<file path="config.mk">
export PLATFORM = sky130hd
export DESIGN_NAME = shift_add_multiplier
export DESIGN_NICKNAME = d
export VERILOG_FILES = /design/src/rtl/mul_pkg.sv /design/src/rtl/carry_select_adder.sv /design/src/rtl/mul_seq_ctrl.sv /design/src/rtl/shift_add_multiplier.sv
export SDC_FILE = /design/constraint.sdc
export NUM_CORES = 1
export LEC_CHECK = 0
export CORE_MARGIN = 3
export CORE_UTILIZATION = 51
export DETAILED_ROUTE_END_ITERATION = 12
export PLACE_DENSITY = 0.9
export SYNTH_ARGS = -nofsm -noshare
export SYNTH_HDL_FRONTEND = slang
export SYNTH_SLANG_ARGS = --single-unit
</file>
<file path="constraint.sdc">
create_clock -name Clk -period 3.5 [get_ports Clk]
set_clock_uncertainty 0.15 [all_clocks]
set_input_delay 0.7 -clock Clk [delete_from_list [all_inputs] [get_ports Clk]]
set_output_delay 0.7 -clock Clk [all_outputs]
set_load 0.01 [all_outputs]
</file>
<file path="src/rtl/mul_pkg.sv">
// Shared types and constants for the sequential shift-add multiplier.
package mul_pkg;

  typedef enum logic [1:0] {
    IDLE      = 2'd0,
    ADD_SHIFT = 2'd1,
    DONE      = 2'd2
  } mul_state_t;

  localparam int MUL_WIDTH = 16;
  localparam int MUL_STEPS = 16;

endpackage

</file>
<file path="src/rtl/carry_select_adder.sv">
// Carry-select adder built from 4-bit blocks; every block above the first
// precomputes both carry-in cases and picks one from the incoming carry.
module carry_select_adder #(
  parameter int WIDTH = 16
) (
  input  logic [WIDTH-1:0] A,
  input  logic [WIDTH-1:0] B,
  input  logic             CI,
  output logic [WIDTH-1:0] Sum,
  output logic             CO
);

  localparam int BLK  = 4;
  localparam int NBLK = WIDTH / BLK;

  logic [NBLK:0] c;

  assign c[0] = CI;

  for (genvar j = 0; j < NBLK; j++) begin : g_blk
    logic [BLK:0] r0;
    logic [BLK:0] r1;

    assign r0 = {1'b0, A[j*BLK +: BLK]} + {1'b0, B[j*BLK +: BLK]};
    assign r1 = {1'b0, A[j*BLK +: BLK]} + {1'b0, B[j*BLK +: BLK]} + {{BLK{1'b0}}, 1'b1};
    assign Sum[j*BLK +: BLK] = c[j] ? r1[BLK-1:0] : r0[BLK-1:0];
    assign c[j+1]            = c[j] ? r1[BLK]     : r0[BLK];
  end

  assign CO = c[NBLK];

endmodule

</file>
<file path="src/rtl/mul_seq_ctrl.sv">
// Sequencer for the shift-add multiplier: IDLE -> ADD_SHIFT (16 steps) -> DONE.
// Handshake: start is sampled only in IDLE; done is a one-cycle pulse after the last step.
module mul_seq_ctrl
  import mul_pkg::*;
#(
  parameter int CNT_W = 5
) (
  input  logic       clk,
  input  logic       rst,
  input  logic       start,
  output logic       busy,
  output logic       done,
  output logic       load,
  output logic       shift,
  output logic [1:0] state_dbg
);

  mul_state_t       state, state_nxt;
  logic [CNT_W-1:0] count, count_nxt;

  always_ff @(posedge clk or posedge rst) begin
    if (rst) begin
      state <= IDLE;
      count <= '0;
    end else begin
      state <= state_nxt;
      count <= count_nxt;
    end
  end

  always_comb begin
    state_nxt = state;
    count_nxt = count;
    load      = 1'b0;
    shift     = 1'b0;
    case (state)
      IDLE: begin
        if (start) begin
          load      = 1'b1;
          count_nxt = '0;
          state_nxt = ADD_SHIFT;
        end
      end
      ADD_SHIFT: begin
        shift     = 1'b1;
        count_nxt = count + {{(CNT_W-1){1'b0}}, 1'b1};
        if (count == CNT_W'(MUL_STEPS - 1)) state_nxt = DONE;
      end
      DONE:    state_nxt = IDLE;
      default: state_nxt = IDLE;
    endcase
  end

  // Status decoded from the state register only, never from start.
  assign busy      = (state == ADD_SHIFT);
  assign done      = (state == DONE);
  assign state_dbg = state;

endmodule

</file>
<file path="src/rtl/shift_add_multiplier.sv">
// 16x16 unsigned sequential multiplier: one add-shift step per clock through
// carry_select_adder; product register {ahi, q} holds until the next accepted start.
module shift_add_multiplier
  import mul_pkg::*;
#(
  parameter int WIDTH = 16,
  parameter int CNT_W = 5
) (
  input  logic                 Clk,
  input  logic                 Reset,
  input  logic                 start,
  input  logic [WIDTH-1:0]     multiplicand,
  input  logic [WIDTH-1:0]     multiplier,
  output logic                 busy,
  output logic                 done,
  output logic [2*WIDTH-1:0]   product,
  output logic [1:0]           state_dbg
);

  if (WIDTH != MUL_WIDTH) begin : g_bad_width
    $error("shift_add_multiplier: WIDTH must equal the adder width (16)");
  end
  if ((1 << CNT_W) <= WIDTH) begin : g_bad_cnt
    $error("shift_add_multiplier: CNT_W too small for WIDTH steps");
  end

  logic             load, shift;
  logic [WIDTH-1:0] m_reg, ahi, q_reg;
  logic [WIDTH-1:0] add_sum;
  logic             add_co;
  logic [WIDTH:0]   step_hi;

  mul_seq_ctrl #(.CNT_W(CNT_W)) u_ctrl (
    .clk       (Clk),
    .rst       (Reset),
    .start     (start),
    .busy      (busy),
    .done      (done),
    .load      (load),
    .shift     (shift),
    .state_dbg (state_dbg)
  );

  carry_select_adder #(.WIDTH(WIDTH)) u_adder (
    .A   (ahi),
    .B   (m_reg),
    .CI  (1'b0),
    .Sum (add_sum),
    .CO  (add_co)
  );

  // The adder carry becomes the top bit of the shifted result so 0xFFFF*0xFFFF stays exact.
  assign step_hi = q_reg[0] ? {add_co, add_sum} : {1'b0, ahi};

  always_ff @(posedge Clk or posedge Reset) begin
    if (Reset) begin
      m_reg <= '0;
      ahi   <= '0;
      q_reg <= '0;
    end else if (load) begin
      m_reg <= multiplicand;
      ahi   <= '0;
      q_reg <= multiplier;
    end else if (shift) begin
      {ahi, q_reg} <= {step_hi, q_reg[WIDTH-1:1]};
    end
  end

  assign product = {ahi, q_reg};

endmodule

</file>
==> results of run 1 <==
==> cell families (layout without fill, tap and decap cells) <==
| family | count (synthesis) | after routing | share of synthesized area |
|---|---|---|---|
| AND/OR/NAND/NOR | 140 | 140 | 0.196 |
| AO/OA/AOI/OAI | 69 | 69 | 0.136 |
| flip-flops | 55 | 55 | 0.435 |
| buffers and inverters | 29 | 98 | 0.0348 |
| adder cells (fa/ha/maj) | 25 | 25 | 0.108 |
| XOR/XNOR | 16 | 16 | 0.0467 |
| multiplexers | 13 | 13 | 0.0427 |
==> final cells by class <==
cell class                 instances  area (um^2)
sequential                        55         1380
multi-input combinational        263         1680
fill                             465         1900
timing repair buffer              78          761
clock buffer                       7         96.3
inverter                          12         45.0
clock inverter                     1         7.51
tap                               75         93.8
==> routing by layer <==
metal | part of all wire | routed length [um] | global-route usage | vias up
li1 | - | - | - | 1323
met1 | 0.42 | 3160 | 0.264 | 1290
met2 | 0.51 | 3830 | 0.383 | 69
met3 | 0.032 | 239 | 0.0334 | 19
met4 | 0.029 | 218 | 0.0950 | 0
met5 | 0 | 0 | 0 | -
==> worst max-delay path, stage by stage (launching register included) <==
cell	delay (ns)
dfrtp_1	0.42
ha_1	0.24
fa_1	0.41
a21o_2	0.20
a21oi_1	0.27
nor4b_1	0.26
mux2_4	0.24
mux2i_1	0.29
mux2i_1	0.22
nand2_1	0.08
==> stage by stage <==
| step | hold slack (ns) | util | power, W | cell area [um^2] |
|---|---|---|---|---|
| floorplan | 0.299 | - | 0.00310 | 3160 |
| CTS | 0.343 | 0.681 | 0.00445 | 4060 |
| finish | 0.334 | 0.681 | 0.00443 | 4060 |
| global placement | 0.317 | 0.663 | 0.00386 | 3950 |
| global route | 0.366 | 0.681 | 0.00482 | 4060 |
| detailed placement | 0.319 | 0.663 | 0.00404 | 3950 |
==> worst max-delay path by stage <==
| stage | slack [ns] | from | to | cells after the start |
|---|---|---|---|---|
| finish | 0.62 | ahi[4]$_DFFE_PP0P_ | ahi[15]$_DFFE_PP0P_ | 9 |
| global route | 0.39 | ahi[4]$_DFFE_PP0P_ | ahi[15]$_DFFE_PP0P_ | 9 |
| CTS | 0.61 | ahi[4]$_DFFE_PP0P_ | ahi[15]$_DFFE_PP0P_ | 9 |
| detailed placement | 0.64 | ahi[4]$_DFFE_PP0P_ | ahi[12]$_DFFE_PP0P_ | 9 |
| global placement | 0.73 | ahi[4]$_DFFE_PP0P_ | ahi[13]$_DFFE_PP0P_ | 9 |
| floorplan | 0.76 | ahi[4]$_DFFE_PP0P_ | ahi[13]$_DFFE_PP0P_ | 9 |
==> report_power, final <==
part | switching, W | internal (W) | total [W] | leakage, nW
Clock | 0.000210 | 0.000180 | 0.000391 | 0.0505
Sequential | 0.000275 | 0.000959 | 0.00123 | 0.674
Combinational | 0.00148 | 0.00132 | 0.00281 | 1.16
==> cell usage in the layout (no fill, tap or decap), drive strengths merged <==
cell type      Yosys  final
mux2i             12     12
clkdlybuf4s50      0     70
nand2b             2      2
a22oi             16     16
clkinvlp           0      1
and2               3      3
a21oi             13     13
and3               3      3
buf                1      8
o21ai             27     27
inv               12     12
nor4               2      2
a31o               2      2
mux2               1      1
nand3             13     13
nor2b              2      2
a31oi              5      5
nor4b              1      1
ha                21     21
nor2              11     11
xor2               4      4
nand2             95     95
nor3b              4      4
xnor2             12     12
dfrtp             55     55
nor3               1      1
or2                1      1
nand4              2      2
a21o               5      5
fa                 4      4
a221o              1      1
clkbuf            16      7
==> summary.txt, run 1 <==
Outcome
  – Status: finished, final reports clean

Route
  – Number of routed nets with antenna violations: 0
  – Drt total wl: 7.45 mm
  – DR DRC count: 0
  – Wirelength per Cell: 15.2 um
  – Via count: 2701
  – First-pass detailed-route iteration total: 4
  – Vias/cell: 5.50
  – Initial DRC count: 199

Synth
  – Count leader, synth: nand2_1
  – Syn_area_per_cell: 9.11 um^2
  – Top post-synthesis cells by area: dfrtp_1, nand2_1, ha_1
  – Synth unique cells: 37
  – Sequential area share after synthesis: 0.435
  – Leading area contributor after synthesis: dfrtp_1
  – Mapped cell area: 3160 um^2
  – Ys flop type: dfrtp_1
  – Synth Warn #: 0
  – EDFF count, synth: 0
  – List of most frequent post-synthesis cells: nand2_1, dfrtp_1, o21ai_0
  – Asr flop ratio synth: 1.00
  – Post-Synthesis Cells: 347
  – Post-synth top area share: 0.435
  – Syn_nets: 407
  – Yosys reg bits: 55

Die
  – Starting Density: 0.531
  – Die height: 84.7 um
  – Chip Width: 84.7 um
  – I/O pin count: 71
  – Core area: 5960 um^2
  – Core Rows: 28
  – Die area: 7180 um^2

Finish
  – Share of cells above drive strength 1: 0.0625
  – Finished Layout Cells: 491
  – Diode count: 0
  – Area Growth Syn to Fin: 28.3%
  – Nets@finish: 475

Critical path
  – WS Path Type: flip-flop to flip-flop
  – CP Capture Type: flip-flop
  – Reg2reg start: ahi[4]$_DFFE_PP0P_
  – CP Launch Type: flip-flop
  – End of the worst register-to-register path: ahi[15]$_DFFE_PP0P_
  – R2R Setup Slk: 0.62 ns
  – R2R cell count: 9
  – Arrival @ worst endpoint: 2.94 ns
  – Worst Path Max Fanout: 4
  – Required @ worst endpoint: 3.56 ns

Min path
  – Worst Hold Path EP: m_reg[14]$_DFFE_PP0P_
  – Hold Path Cell Cnt: 2
  – HP Start: m_reg[14]$_DFFE_PP0P_
  – Hold crit path type: flip-flop to flip-flop

Timing
  – Worst Tran Pin Value: 0.966 ns
  – Max Slew Vio Count: 0
  – Worst setup margin: 0.615 ns
  – Final hold vios: 0
  – Final Cycle Share: 0.824
  – Max Freq: 347 MHz
  – TNS Setup: 0 ns
  – Setup Viol. Count Final: 0
  – Crit path time final: 2.88 ns
  – Worst slew margin: 0.354
  – RSZ-0062 raised after global routing: false

Clock tree
  – Clk slew on worst S/H paths: 0.10 ns
  – Clock latency on the worst-skew pair: 0.31 ns
  – H-tree levels: 2
  – Clock sinks: 55
  – Cts repair resizes: 0
  – Clock Path Buffers: 2
  – Hold Buf Count CTS: 0
  – CTS tree: built
  – Inserted Clock Buffers: 5
  – CTS Root Buffer Type: clkbuf_8
  – Postcts setup bufs: 0

Placement
  – HPWL after DPL: 5.34 mm
  – Place WS: 0.638 ns
  – I/O Buffers: 70
  – DP Cell Count: 483
  – Routability cong.: 0.825

Global routing
  – Pin count of the biggest net entering global routing: 56
  – Vias in the first global route: 2806
  – GRT Util Overall: 0.218
  – Gr ovfl total: 0
  – Initial antenna violation count: 0
  – First-pass GRT wire length: 12.7 mm

Power
  – Power per Cell Area: 1090 nW/um^2
  – Peak VDD IR: 0.000588 V
  – Leak Pwr: 1.88 nW

Job
  – Max-Cap Viols: 0
(Power assumes the default switching activity.)
==> run 2: changes to the inputs <==
- clock period: 3.5 -> 2.9 ns (I/O delays scaled with it)
==> run 2 against run 1 <==
  * Sequential cell count did not move
  * Wire length rose by 12%
  * Worst hold slack improved by 0.0099 ns
  * Via count rose by 5.7%
  * Largest power group unchanged
  * Clock-buffer cell count is 2 lower
==> summary.txt, run 2 (synthesized netlist as in run 1, its figures left out) <==
Clock tree
  – Hold Buf Count CTS: 0 (unchanged)
  – Clock sinks: 55 (unchanged)
  – Clock latency on the worst-skew pair: 0.32 ns (was 0.31 ns)
  – CTS Root Buffer Type: clkbuf_8 (unchanged)
  – H-tree levels: 2 (unchanged)
  – Inserted Clock Buffers: 5 (unchanged)
  – CTS tree: built (unchanged)
  – Clk slew on worst S/H paths: 0.11 ns (was 0.10 ns)
  – Clock Path Buffers: 2 (unchanged)

Finish
  – Share of cells above drive strength 1: 0.102 (was 0.0625)
  – Diode count: 0 (unchanged)
  – Commonest non-fill, non-tap cell in the layout: nand2_1 (unchanged)
  – Finished Layout Cells: 497 (was 491)
  – Nets@finish: 481 (was 475)
  – Area Growth Syn to Fin: 32.5% (was 28.3%)
  – Util after Layout: 0.704 (was 0.681)
  – Most frequent cells in the layout: nand2_1, clkdlybuf4s50_1, dfrtp_1 (unchanged)

Route
  – Wirelength per Cell: 16.8 um (was 15.2 um)
  – Via count: 2854 (was 2701)
  – Drt total wl: 8.36 mm (was 7.45 mm)
  – Number of routed nets with antenna violations: 0 (unchanged)
  – DR DRC count: 0 (unchanged)
  – Vias/cell: 5.74 (was 5.50)
  – First-pass detailed-route iteration total: 5 (was 4)
  – Initial DRC count: 164 (was 199)

Global routing
  – Vias in the first global route: 2952 (was 2806)
  – Pin count of the biggest net entering global routing: 35 (was 56)
  – Initial antenna violation count: 0 (unchanged)
  – Gr ovfl total: 0 (unchanged)
  – GRT Util Overall: 0.231 (was 0.218)
  – First-pass GRT wire length: 13.5 mm (was 12.7 mm)

Placement
  – HPWL after DPL: 5.68 mm (was 5.34 mm)
  – Place WS: 0.000994 ns (was 0.638 ns)
  – Routability cong.: 0.840 (was 0.825)
  – DP Cell Count: 486 (was 483)
  – I/O Buffers: 70 (unchanged)

Power
  – Peak VDD IR: 0.000682 V (was 0.000588 V)
  – Power per Cell Area: 1370 nW/um^2 (was 1090 nW/um^2)
  – Leak Pwr: 1.93 nW (was 1.88 nW)

Timing
  – Crit path time final: 2.86 ns (was 2.88 ns)
  – Worst setup margin: 0.0350 ns (was 0.615 ns)
  – Final hold slack: 0.344 ns (was 0.334 ns)
  – TNS Setup: 0 ns (unchanged)
  – Setup Viol. Count Final: 0 (unchanged)
  – Worst Tran Pin Value: 0.568 ns (was 0.966 ns)
  – Max Slew Vio Count: 0 (unchanged)
  – RSZ-0062 raised after global routing: true (was false)
  – Worst slew margin: 0.622 (was 0.354)
  – Max Freq: 349 MHz (was 347 MHz)
  – Final hold vios: 0 (unchanged)
  – Final Cycle Share: 0.988 (was 0.824)

Job
  – Max-Cap Viols: 0 (unchanged)

Die
  – Chip Width: 84.7 um (unchanged)
  – Die area: 7180 um^2 (unchanged)
  – Starting Density: 0.531 (unchanged)
  – Core Rows: 28 (unchanged)
  – I/O pin count: 71 (unchanged)
  – Core area: 5960 um^2 (unchanged)
  – Die height: 84.7 um (unchanged)

Critical path
  – CP peak stage delay: 0.56 ns (was 0.42 ns)
  – CP Capture Type: flip-flop (unchanged)
  – CP Launch Type: flip-flop (unchanged)
  – Required @ worst endpoint: 2.96 ns (was 3.56 ns)
  – Arrival @ worst endpoint: 2.93 ns (was 2.94 ns)
  – WS Path Type: flip-flop to flip-flop (unchanged)
  – Crit-path cells: ha_4 -> fa_1 -> ha_2 -> nand2_4 -> nor4_1 -> mux2_4 -> mux2i_4 -> mux2i_1 -> nand2_1 (was ha_1 -> fa_1 -> a21o_2 -> a21oi_1 -> nor4b_1 -> mux2_4 -> mux2i_1 -> mux2i_1 -> nand2_1)
  – Slowest-stage cell, CP: fa_1 (was dfrtp_1)
  – Worst Path Max Fanout: 4 (unchanged)

Outcome
  – Status: finished, final reports clean (unchanged)

Min path
  – Hold crit path type: flip-flop to flip-flop (unchanged)
## run 2: changes by cell type in the layout (fill, tap and decap cells not counted), moves of 2 or more
cell,change
ha_2,+3
clkinv_4,+2
mux2i_1,-2
buf_4,+5
clkbuf_8,-2
nand2_1,-2
ha_1,-4
## run 2: path summary, 6_finish.rpt
check,from,end,slack [ns],cells after the start
max reg2reg,ahi[8]$_DFFE_PP0P_,ahi[15]$_DFFE_PP0P_,0.04,9
max,ahi[8]$_DFFE_PP0P_,ahi[15]$_DFFE_PP0P_,0.04,9
min,m_reg[0]$_DFFE_PP0P_,m_reg[0]$_DFFE_PP0P_,0.34,2
min reg2reg,m_reg[0]$_DFFE_PP0P_,m_reg[0]$_DFFE_PP0P_,0.34,2
max in group asynchronous,Reset,u_ctrl.count[0]$_DFFE_PP0P_,1.62,3
min in group asynchronous,Reset,u_ctrl.state_dbg[1]$_DFFE_PP0P_,0.43,2
## run 2: cell type report
type                       instances  area (um^2)
fill                             454         1770
multi-input combinational        263         1760
sequential                        55         1380
timing repair buffer              84          818
tap                               75         93.8
clock buffer                       5         68.8
inverter                          12         45.0
clock inverter                     3         28.8
## run 2: power breakdown
| part | switching, W | internal [W] |
|---|---|---|
| clock | 0.000286 | 0.000180 |
| combinational | 0.00199 | 0.00179 |
| sequential | 0.000348 | 0.00116 |
## run 2: layer usage
layer | vias up | part of all wire | track usage
met2 | 88 | 0.54 | 0.421
met3 | 18 | 0.041 | 0.0471
met5 | - | 0 | 0
li1 | 1332 | - | -
met1 | 1416 | 0.40 | 0.268
met4 | 0 | 0.024 | 0.0763
## run 2: stage by stage
step	instance area [um^2]	total power (W)
4_1_cts	4090	0.00547
5_1_grt	4190	0.00621
6_report	4190	0.00576
2_1_floorplan	3160	0.00374
3_3_place_gp	3990	0.00471
3_5_place_dp	3990	0.00494
## run 2: critical path: cells and delay by family, from the launching register on
kind | cells | cell delay, ns
adders and majority gates | 3 | 0.99
DFF | 1 | 0.45
muxes | 3 | 0.78
and+or+nand+nor | 3 | 0.38
## run 2: what timing repair did
item	CTS	global route
pin swaps	0	4
endpoints found under the setup margin	3	6
endpoints found under the hold margin	0	0
buffers inserted	0	3
gates resized for setup	2	14
==> run 3: changes to the inputs <==
- SKIP_LAST_GASP: unset -> 1
==> run 3 against run 2 <==
  * Wire length down 1.4%
  * Worst setup slack better by 0.013 ns
  * Utilization down 0.23 points
  * Register-to-register slack about the same
  * Clock-buffer cell count unchanged
  * Total power down 1.1%
  * Sequential power about the same
  * Sequential cell count unchanged
  * Sequential share of layout area up 0.11 points
  * Cell count unchanged
  * Critical path depth unchanged
  * Critical endpoint is now ahi[8]$_DFFE_PP0P_
  * Largest power group unchanged
  * Highest routed layer unchanged
==> summary.txt, run 3 (synthesized netlist as in run 1, its figures left out) <==
Timing
  – Worst setup margin: 0.0478 ns (was 0.0350 ns)
  – TNS Setup: 0 ns (unchanged)
  – Final hold vios: 0 (unchanged)
  – Worst slew margin: 0.624 (was 0.622)
  – Worst Tran Pin Value: 0.565 ns (was 0.568 ns)
  – Max Freq: 351 MHz (was 349 MHz)
  – RSZ-0062 raised after global routing: true (unchanged)
  – Setup Viol. Count Final: 0 (unchanged)
  – Max Slew Vio Count: 0 (unchanged)
  – Crit path time final: 2.85 ns (was 2.86 ns)
  – Final Cycle Share: 0.984 (was 0.988)

Finish
  – Share of cells above drive strength 1: 0.102 (unchanged)
  – Register area: 1380 um^2 (unchanged)
  – Commonest non-fill, non-tap cell in the layout: nand2_1 (unchanged)
  – Finished Layout Cells: 497 (unchanged)
  – Footprint of the multi-input gates: 1750 um^2 (was 1760 um^2)
  – Diode count: 0 (unchanged)
  – Most frequent cells in the layout: nand2_1, clkdlybuf4s50_1, dfrtp_1 (unchanged)
  – Fillcell total: 460 (was 454)
  – Area Growth Syn to Fin: 32.1% (was 32.5%)
  – Nets@finish: 481 (unchanged)

Min path
  – Hold crit path type: flip-flop to flip-flop (unchanged)
  – HP Start: m_reg[0]$_DFFE_PP0P_ (unchanged)

Clock tree
  – Inserted Clock Buffers: 5 (unchanged)
  – Clock sinks: 55 (unchanged)
  – Hold Buf Count CTS: 0 (unchanged)
  – CTS Root Buffer Type: clkbuf_8 (unchanged)
  – Clock Path Buffers: 2 (unchanged)
  – H-tree levels: 2 (unchanged)
  – Clk slew on worst S/H paths: 0.11 ns (about the same)
  – Clock latency on the worst-skew pair: 0.32 ns (about the same)
  – CTS tree: built (unchanged)

Critical path
  – Arrival @ worst endpoint: 2.92 ns (was 2.93 ns)
  – End of the worst register-to-register path: ahi[8]$_DFFE_PP0P_ (was ahi[15]$_DFFE_PP0P_)
  – WS Path Type: flip-flop to flip-flop (unchanged)
  – R2R Setup Slk: 0.05 ns (was 0.04 ns)
  – Crit-path cells: ha_1 -> fa_1 -> a21o_1 -> a21oi_4 -> nor4_4 -> xnor2_1 -> mux2i_1 -> a21oi_1 -> a31o_2 (was ha_4 -> fa_1 -> ha_2 -> nand2_4 -> nor4_1 -> mux2_4 -> mux2i_4 -> mux2i_1 -> nand2_1)
  – Crit path from: ahi[0]$_DFFE_PP0P_ (was ahi[8]$_DFFE_PP0P_)
  – Reg2reg start: ahi[0]$_DFFE_PP0P_ (was ahi[8]$_DFFE_PP0P_)
  – Crit. path cell count: 9 (unchanged)
  – Crit-path leading delay family: compound AO/OA/AOI/OAI gates (was adder cells)
  – Slowest-stage cell, CP: dfrtp_1 (was fa_1)
  – Critical Path Sink: ahi[8]$_DFFE_PP0P_ (was ahi[15]$_DFFE_PP0P_)
  – CP peak stage delay: 0.43 ns (was 0.56 ns)
  – R2R cell count: 9 (unchanged)
  – Critical path buffer and inverter count: 0 (unchanged)
  – Worst Path Max Fanout: 4 (unchanged)
  – Required @ worst endpoint: 2.97 ns (was 2.96 ns)
  – CP Capture Type: flip-flop (unchanged)
  – CP Launch Type: flip-flop (unchanged)

Placement
  – I/O Buffers: 70 (unchanged)
  – Routability cong.: 0.840 (unchanged)
  – DP Cell Count: 486 (unchanged)
  – HPWL after DPL: 5.68 mm (unchanged)
  – Place WS: 0.000994 ns (unchanged)

Job
  – Max-Cap Viols: 0 (unchanged)

Die
  – Core area: 5960 um^2 (unchanged)
  – Die area: 7180 um^2 (unchanged)
  – Die height: 84.7 um (unchanged)
  – I/O pin count: 71 (unchanged)
  – Chip Width: 84.7 um (unchanged)
  – Starting Density: 0.531 (unchanged)
  – Core Rows: 28 (unchanged)

Power
  – Leak Pwr: 1.92 nW (was 1.93 nW)
  – Peak VDD IR: 0.000687 V (was 0.000682 V)
  – Sequential cell fraction of total power: 0.264 (was 0.261)
  – Net Sw Frac: 0.454 (was 0.456)
  – Pint: 0.00311 W (was 0.00313 W)
  – Total power: 0.00569 W (was 0.00576 W)
  – NetSw: 0.00258 W (was 0.00263 W)
  – Gate power share: 0.654 (was 0.658)
  – Power per Cell Area: 1360 nW/um^2 (was 1370 nW/um^2)
  – Clock power frac: 0.082 (was 0.081)

Route
  – Via count: 2826 (was 2854)
  – DR DRC count: 0 (unchanged)
  – Number of routed nets with antenna violations: 0 (unchanged)
  – Wirelength per Cell: 16.6 um (was 16.8 um)
  – First-pass detailed-route iteration total: 4 (was 5)
  – Vias/cell: 5.69 (was 5.74)
  – Drt total wl: 8.24 mm (was 8.36 mm)
  – Initial DRC count: 164 (unchanged)

Global routing
  – First-pass GRT wire length: 13.5 mm (unchanged)
  – Vias in the first global route: 2952 (unchanged)
  – Initial antenna violation count: 0 (unchanged)
  – GRT Util Overall: 0.231 (unchanged)
  – Gr ovfl total: 0 (unchanged)
  – Pin count of the biggest net entering global routing: 35 (unchanged)

Outcome
  – Status: finished, final reports clean (unchanged)
## run 3: routing by layer
metal | track usage | wire length, um | vias to the layer above
li1 | - | - | 1327
met1 | 0.268 | 3270 | 1402
met2 | 0.421 | 4470 | 78
met3 | 0.0471 | 315 | 19
met4 | 0.0763 | 183 | 0
met5 | 0 | 0 | -
## run 3: repair_timing
action | CTS | global route
pin swaps | 0 | 4
setup buffers | 0 | 3
cloned | 0 | 0
setup endpoints to repair | 3 | 6
hold endpoints to repair | 0 | 0
resized for setup | 2 | 12
## run 3: power groups by stage
stage,registers (W),logic [W],clock network [W]
floorplan,0.00153,0.00220,0
global placement,0.00148,0.00323,0
detailed placement,0.00150,0.00345,0
CTS,0.00149,0.00350,0.000473
global route,0.00156,0.00409,0.000511
finish,0.00150,0.00372,0.000467
## run 3: layout make-up
cell class	count	area share
Sequential cell	55	0.330
Clock inverter	3	0.00689
Inverter	12	0.0108
Tap cell	75	0.0225
Timing Repair Buffer	84	0.196
Multi-Input combinational cell	263	0.418
Clock buffer	5	0.0165
## run 3: worst reg2reg max path, cell delays in order (launching register included)
cell	delay [ns]
dfrtp_1	0.43
ha_1	0.24
fa_1	0.40
a21o_1	0.23
a21oi_4	0.19
nor4_4	0.07
xnor2_1	0.43
mux2i_1	0.28
a21oi_1	0.11
a31o_2	0.23
## run 3: metrics by stage
| stage | instance area (um^2) | utilization | hold WS, ns |
|---|---|---|---|
| 3_5_place_dp | 3990 | 0.669 | 0.318 |
| 6_report | 4180 | 0.701 | 0.344 |
| 5_1_grt | 4180 | 0.701 | 0.372 |
| 4_1_cts | 4090 | 0.687 | 0.346 |
| 2_1_floorplan | 3160 | - | 0.299 |
| 3_3_place_gp | 3990 | 0.669 | 0.315 |
## run 3: worst min-delay path by stage
stage,end,slack [ns],cells after the start
detailed placement,m_reg[14]$_DFFE_PP0P_,0.32,2
global route,m_reg[0]$_DFFE_PP0P_,0.37,2
floorplan,u_ctrl.count[3]$_DFFE_PP0P_,0.30,1
finish,m_reg[0]$_DFFE_PP0P_,0.34,2
CTS,m_reg[4]$_DFFE_PP0P_,0.35,2
global placement,m_reg[7]$_DFFE_PP0P_,0.31,2
